File: src/rtl/fetch_prefetch_queue.sv
// ---------------------------------------------------------------------------
// fetch_prefetch_queue
//
// Instruction-fetch front end feeding the decode stage. It keeps a single
// request outstanding to instruction memory (req/ack) and buffers returned
// words, together with their PCs, in a small FIFO. Decode drains the FIFO
// through a valid/ready handshake. A redirect from execute flushes the FIFO,
// restarts fetch at the new PC and discards any response still in flight.
//
// Parameters
//   DEPTH          FIFO entries (power of two, >= 2)
//   RESET_PC       first fetch address after reset
//
// Ports
//   clk_i          rising-edge clock
//   rst_ni         asynchronous active-low reset
//   redirect_i     flush queue and restart fetch at redirect_pc_i
//   redirect_pc_i  new fetch address (word aligned)
//   imem_req_o     request valid, held with imem_addr_o stable until ack
//   imem_addr_o    request address
//   imem_ack_i     response valid (only meaningful while imem_req_o=1)
//   imem_rdata_i   instruction word returned with imem_ack_i
//   dec_valid_o    head entry is valid
//   dec_instr_o    head instruction (zero when the queue is empty)
//   dec_pc_o       head instruction address (zero when the queue is empty)
//   dec_ready_i    decode consumes the head entry this cycle
//   count_o        current queue occupancy
// ---------------------------------------------------------------------------
module fetch_prefetch_queue #(
  parameter int          DEPTH    = 4,
  parameter logic [31:0] RESET_PC = 32'h0000_0000
) (
  input  logic                   clk_i,
  input  logic                   rst_ni,
  input  logic                   redirect_i,
  input  logic [31:0]            redirect_pc_i,
  output logic                   imem_req_o,
  output logic [31:0]            imem_addr_o,
  input  logic                   imem_ack_i,
  input  logic [31:0]            imem_rdata_i,
  output logic                   dec_valid_o,
  output logic [31:0]            dec_instr_o,
  output logic [31:0]            dec_pc_o,
  input  logic                   dec_ready_i,
  output logic [$clog2(DEPTH):0] count_o
);

  localparam int PTR_W = $clog2(DEPTH);
  localparam int CNT_W = PTR_W + 1;
  localparam logic [CNT_W-1:0] DEPTH_C = CNT_W'(DEPTH);

  localparam logic [1:0] ST_IDLE  = 2'd0;
  localparam logic [1:0] ST_REQ   = 2'd1;
  localparam logic [1:0] ST_DRAIN = 2'd2;

  logic [1:0]       state_q, state_d;
  logic [31:0]      req_pc_q, req_pc_d;
  logic [31:0]      fetch_pc_q, fetch_pc_d;
  logic [PTR_W-1:0] rd_ptr_q, wr_ptr_q;
  logic [CNT_W-1:0] count_q, count_next;
  logic [31:0]      instr_mem_q [DEPTH];
  logic [31:0]      pc_mem_q    [DEPTH];
  logic             push, pop, room;

  assign imem_req_o  = (state_q == ST_REQ) || (state_q == ST_DRAIN);
  assign imem_addr_o = req_pc_q;
  assign dec_valid_o = (count_q != '0);
  assign count_o     = count_q;

  // The storage array has no reset, so the head is gated to keep the
  // decode-facing outputs at zero whenever nothing valid is queued.
  assign dec_instr_o = dec_valid_o ? instr_mem_q[rd_ptr_q] : 32'h0;
  assign dec_pc_o    = dec_valid_o ? pc_mem_q[rd_ptr_q]    : 32'h0;

  // A redirect kills both the consume and the fill of the current cycle.
  assign pop        = dec_valid_o & dec_ready_i & ~redirect_i;
  assign push       = (state_q == ST_REQ) & imem_ack_i & ~redirect_i;
  assign count_next = count_q + CNT_W'(push) - CNT_W'(pop);

  // A new request is only launched when its word is guaranteed a slot,
  // which is what keeps a push from ever landing on a full queue.
  assign room = (count_next < DEPTH_C);

  always_comb begin
    state_d    = state_q;
    req_pc_d   = req_pc_q;
    fetch_pc_d = fetch_pc_q;
    case (state_q)
      ST_IDLE: begin
        if (redirect_i) begin
          state_d  = ST_REQ;
          req_pc_d = redirect_pc_i;
        end else if (room) begin
          state_d  = ST_REQ;
          req_pc_d = fetch_pc_q;
        end
      end
      ST_REQ: begin
        if (imem_ack_i && !redirect_i) begin
          fetch_pc_d = req_pc_q + 32'd4;
          if (room) begin
            req_pc_d = req_pc_q + 32'd4;
          end else begin
            state_d = ST_IDLE;
          end
        end else if (imem_ack_i && redirect_i) begin
          // Response arrived with the redirect: drop it, start the new stream.
          req_pc_d = redirect_pc_i;
        end else if (redirect_i) begin
          // The old request must still complete; remember where to go next.
          state_d    = ST_DRAIN;
          fetch_pc_d = redirect_pc_i;
        end
      end
      ST_DRAIN: begin
        if (imem_ack_i && redirect_i) begin
          // The freshest redirect wins even when it lands on the ack cycle.
          state_d    = ST_REQ;
          req_pc_d   = redirect_pc_i;
          fetch_pc_d = redirect_pc_i;
        end else if (imem_ack_i) begin
          state_d  = ST_REQ;
          req_pc_d = fetch_pc_q;
        end else if (redirect_i) begin
          fetch_pc_d = redirect_pc_i;
        end
      end
      default: begin
        state_d = ST_IDLE;
      end
    endcase
  end

  always_ff @(posedge clk_i or negedge rst_ni) begin
    if (!rst_ni) begin
      state_q    <= ST_IDLE;
      req_pc_q   <= RESET_PC;
      fetch_pc_q <= RESET_PC;
    end else begin
      state_q    <= state_d;
      req_pc_q   <= req_pc_d;
      fetch_pc_q <= fetch_pc_d;
    end
  end

  always_ff @(posedge clk_i or negedge rst_ni) begin
    if (!rst_ni) begin
      rd_ptr_q <= '0;
      wr_ptr_q <= '0;
      count_q  <= '0;
    end else if (redirect_i) begin
      rd_ptr_q <= '0;
      wr_ptr_q <= '0;
      count_q  <= '0;
    end else begin
      if (push) begin
        wr_ptr_q <= wr_ptr_q + PTR_W'(1);
      end
      if (pop) begin
        rd_ptr_q <= rd_ptr_q + PTR_W'(1);
      end
      count_q <= count_next;
    end
  end

  always_ff @(posedge clk_i) begin
    if (push) begin
      instr_mem_q[wr_ptr_q] <= imem_rdata_i;
      pc_mem_q[wr_ptr_q]    <= req_pc_q;
    end
  end

endmodule

File: config.mk
export PLATFORM = sky130hd
export DESIGN_NAME = fetch_prefetch_queue
export DESIGN_NICKNAME = d
export VERILOG_FILES = /design/src/rtl/fetch_prefetch_queue.sv
export SDC_FILE = /design/constraint.sdc
export NUM_CORES = 1
export LEC_CHECK = 0
export ABC_AREA = 1
export BUFFER_PORTS_ARGS = -buffer_cell sky130_fd_sc_hd__clkbuf_2
export CORE_ASPECT_RATIO = 2
export CORE_MARGIN = 2
export CORE_UTILIZATION = 53
export DETAILED_ROUTE_END_ITERATION = 8
export PLACE_DENSITY = 0.76
export SYNTH_ARGS = -nofsm -noshare
export SYNTH_HDL_FRONTEND = slang
export SYNTH_SLANG_ARGS = --single-unit
File: constraint.sdc
create_clock -name clk_i -period 5 [get_ports clk_i]
set_clock_uncertainty 0.15 [all_clocks]
set_input_delay 0.25 -clock clk_i [delete_from_list [all_inputs] [get_ports clk_i]]
set_output_delay 0.25 -clock clk_i [all_outputs]
set_load 0.02 [all_outputs]
==> out/results.txt <==
Fmax achieved - 260.7 MHz
Area Overhead vs Synth - 15.99%
Synthesized cell area - 15800 um2
DIE HEIGHT - 248.2 um
Synth Area in Simple Gates - 21.07%
Psw - 4.933 mW
HPWL Detailed - 29050 um
Hold Path Class - in2reg
CTS root buf - clkbuf_16
Post-synthesis mux area share - 0%
Synth top area share - 48.67%
RSZ-0062 raised after global routing - false
Actual slew at the worst max-slew pin - 1005 ps
Inst Count DP - 2215
Worst Path Required - 5340 ps
Slew Limit Headroom - 32.99%
Startpoint Class - flop
Final Net Count - 2013
Post-synthesis adder-cell area fraction - 1.077%
Worst setup EP type - flop
Fraction of layout cells with a size suffix above 1 - 13.52%
Initial Utilization - 53.73%
Placed inst area - 16920 um2
Core area - 29400 um2
I/O Buffers - 169
Sw frac - 44.83%
R2R depth - 17
Later-pin clock latency in the skew report - 550 ps
Hold Crit Depth - 5
Setup TNS Final - 0 ps
Number of global-route vias before repair - 13109
Max rail drop VDD - 0.3955 mV
Synth unique cells - 36
Mean area per synthesized cell - 9.006 um2
Die W - 126.1 um
DRT Pass-1 Iters - 7
Post-Synth XOR/XNOR Area - 0.1663%
Htree depth - 1
Global-route usage over all layers - 27.72%
Initial antenna violation count - 0
Via count - 13262
Power Total - 11.00 mW
Combinational family with the most area after synthesis - simple AND/OR/NAND/NOR gates
Worst-path fanout max - 28
Worst Path Arrival - 4170 ps
Routed wire length - 44630 um
Largest net degree at the start of global routing - 88
Final Setup Violations - 0
Post-CTS setup buffer count - 0
Clk pwr share - 19.7%
FF-to-FF Start - state_q[1]
Grt total ovfl - 0
Internal - 6.071 mW
Full die area - 31290 um2
Post-layout minimum cycle time - 3836 ps
Final Non-Filler Cells - 2317
Slew Viols, Final - 0
Design area - 18320 um2
Syn Nets - 1836
Final Hold Viols - 0
IO Pins - 170
Hold slack final - 16.77 ps
Sequential fraction of design power - 36.9%
Site row count - 89
Fin crit share - 76.72%
Status - completed
Diode count - 0
Antenna-violating nets left - 0
Total clock sinks - 329
Synth warnings - 0
Final core utilization - 62.33%
Gp weighted congestion - 0.9312
CTS tree - built
Starting DRT DRC Count - 1265
Leading area contributor after synthesis - edfxtp_1
Leak - 7.420 nW
WL per Instance - 19.26 um
Setup WS pre-CTS - 1233 ps
Num CTS Buffers - 28
Reg2Reg Capture Point - imem_addr_o[4]
Post-synthesis compound-gate area fraction - 12.44%
Drt via density - 5.724
Combinational Power Share - 43.4%
Crit path kind - reg2reg
Global-route wire length before repair - 68310 um
Pwr/cell area - 600.6 nW/um2
Seq/Total Area, Yosys - 60.23%
Dominant cells by area after synthesis - edfxtp_1 49%, dfrtp_1 12%, nand2_1 8.5%
Final setup margin - 1164 ps
Cells after Synth - 1754
Worst Hold Path EP - fetch_pc_q[0]
Reg2reg setup slack - 1160 ps
Drc violations - 0
HP Start - redirect_pc_i[0]
Maximum clock path buffer count - 3
Synth Register Bits - 329
Reg clk slew, reported paths - 70 ps
Max Cap Viol - 0
[state kept, by name (all words and copies together), names as in the netlist]
register / count
pc_mem_q: 128
wr_ptr_q: 2
imem_addr_o: 32
fetch_pc_q: 32
instr_mem_q: 128
count_o: 3
state_q: 2
rd_ptr_q: 2
[synth_stat cells]
library cell	count
nand2_1	358
nor2_1	355
edfxtp_1	256
o21ai_0	216
a21oi_1	117
inv_1	95
dfrtp_1	73
nand3_1	72
clkbuf_1	50
buf_2	31
o21ai_1	28
nor3_1	16
buf_1	13
ha_1	12
and2_1	8
o21bai_1	8
nor2_2	7
inv_2	6
o211ai_1	4
nand4_1	3
o22ai_1	3
o31ai_1	3
xor2_1	3
buf_4	2
nand2_2	2
nor2_4	2
or2_2	2
a21oi_2	1
a31oi_1	1
and2_0	1
fa_1	1
inv_4	1
nand3_4	1
nand3b_1	1
nor2_8	1
o211ai_2	1
[worst max path at each step]
stage | from | endpoint | slack (ps) | depth (start not counted)
after floorplan | state_q[1] | instr_mem_q[0][0] | 290 | 7
after global placement | state_q[1] | imem_addr_o[4] | 1340 | 17
after detailed placement | state_q[1] | imem_addr_o[24] | 1230 | 17
after CTS | state_q[1] | imem_addr_o[22] | 1200 | 17
after global routing | state_q[1] | imem_addr_o[3] | 930 | 17
final | state_q[1] | imem_addr_o[4] | 1160 | 17
[power by group through the flow]
stage | clock network [mW] | registers, mW | logic [mW]
after floorplan | 0 | 4.03 | 3.14
after global placement | 0 | 4.08 | 4.58
after detailed placement | 0 | 4.11 | 4.69
after CTS | 2.19 | 4.05 | 4.74
after global routing | 2.29 | 4.11 | 5.24
final | 2.16 | 4.06 | 4.78
[final cells by class]
class                   instances  area [um2]
clock buffers                  35       748.2
clock inverters                17       150.1
fillers                      2437       11080
inverters                     102       385.4
multi-input cells            1227        5525
flip-flops and latches        329        9519
well taps                     364       455.4
repair buffers                243        1539
[metal layers]
| metal | up-vias | global-route usage [%] | share of wire [%] |
|---|---|---|---|
| met5 | - | 0 | 0 |
| met4 | 0 | 16.32 | 5.8 |
| met3 | 133 | 3.050 | 6.1 |
| met2 | 626 | 51.88 | 53 |
| met1 | 6265 | 29.87 | 35 |
| li1 | 6238 | - | - |
[cells by family (layout without fill, tap and decap cells)]
family                     Yosys count  count (layout)
and+or+nand+nor                    829             829
xor gates and xnor gates             3               3
buffers and inverters              198             397
AOI/OAI and AO/OA                  382             382
DFF                                329             329
adders and majority gates           13              13
[placed cells by master (no fill, tap or decap), types with 4 or more instances in the layout]
master	n
ha_1	12
o21bai_1	8
o21ai_0	216
nand2_1	358
edfxtp_1	256
clkbuf_2	168
nor2_2	7
clkinv_1	7
nand3_1	72
nor2_4	6
buf_4	23
clkinv_4	5
a21oi_1	117
dfrtp_1	71
nor3_1	15
dlygate4sd3_1	50
inv_2	7
nor2_1	351
o211ai_1	4
and2_1	8
clkbuf_16	29
inv_1	94
clkbuf_1	6
o21ai_1	28
[critical path, cell delays in order, from the launching register on]
cell and delay (ps):
dfrtp_1 420, inv_1 90, ha_1 260, nand2_1 120, nor2_2 50, inv_1 350
ha_1 320, inv_1 60, ha_1 130, inv_1 40, fa_1 390, nand2_1 110
nand3_1 150, nor2_4 470, nor2_8 150, inv_4 300, nand2_1 100, nand2_1 80
[repair_timing]
action,in CTS,in global routing
hold buffers,50,0
resized for setup,0,0
endpoints found under the hold margin,176,0
Power figures use the tool's default switching activity.
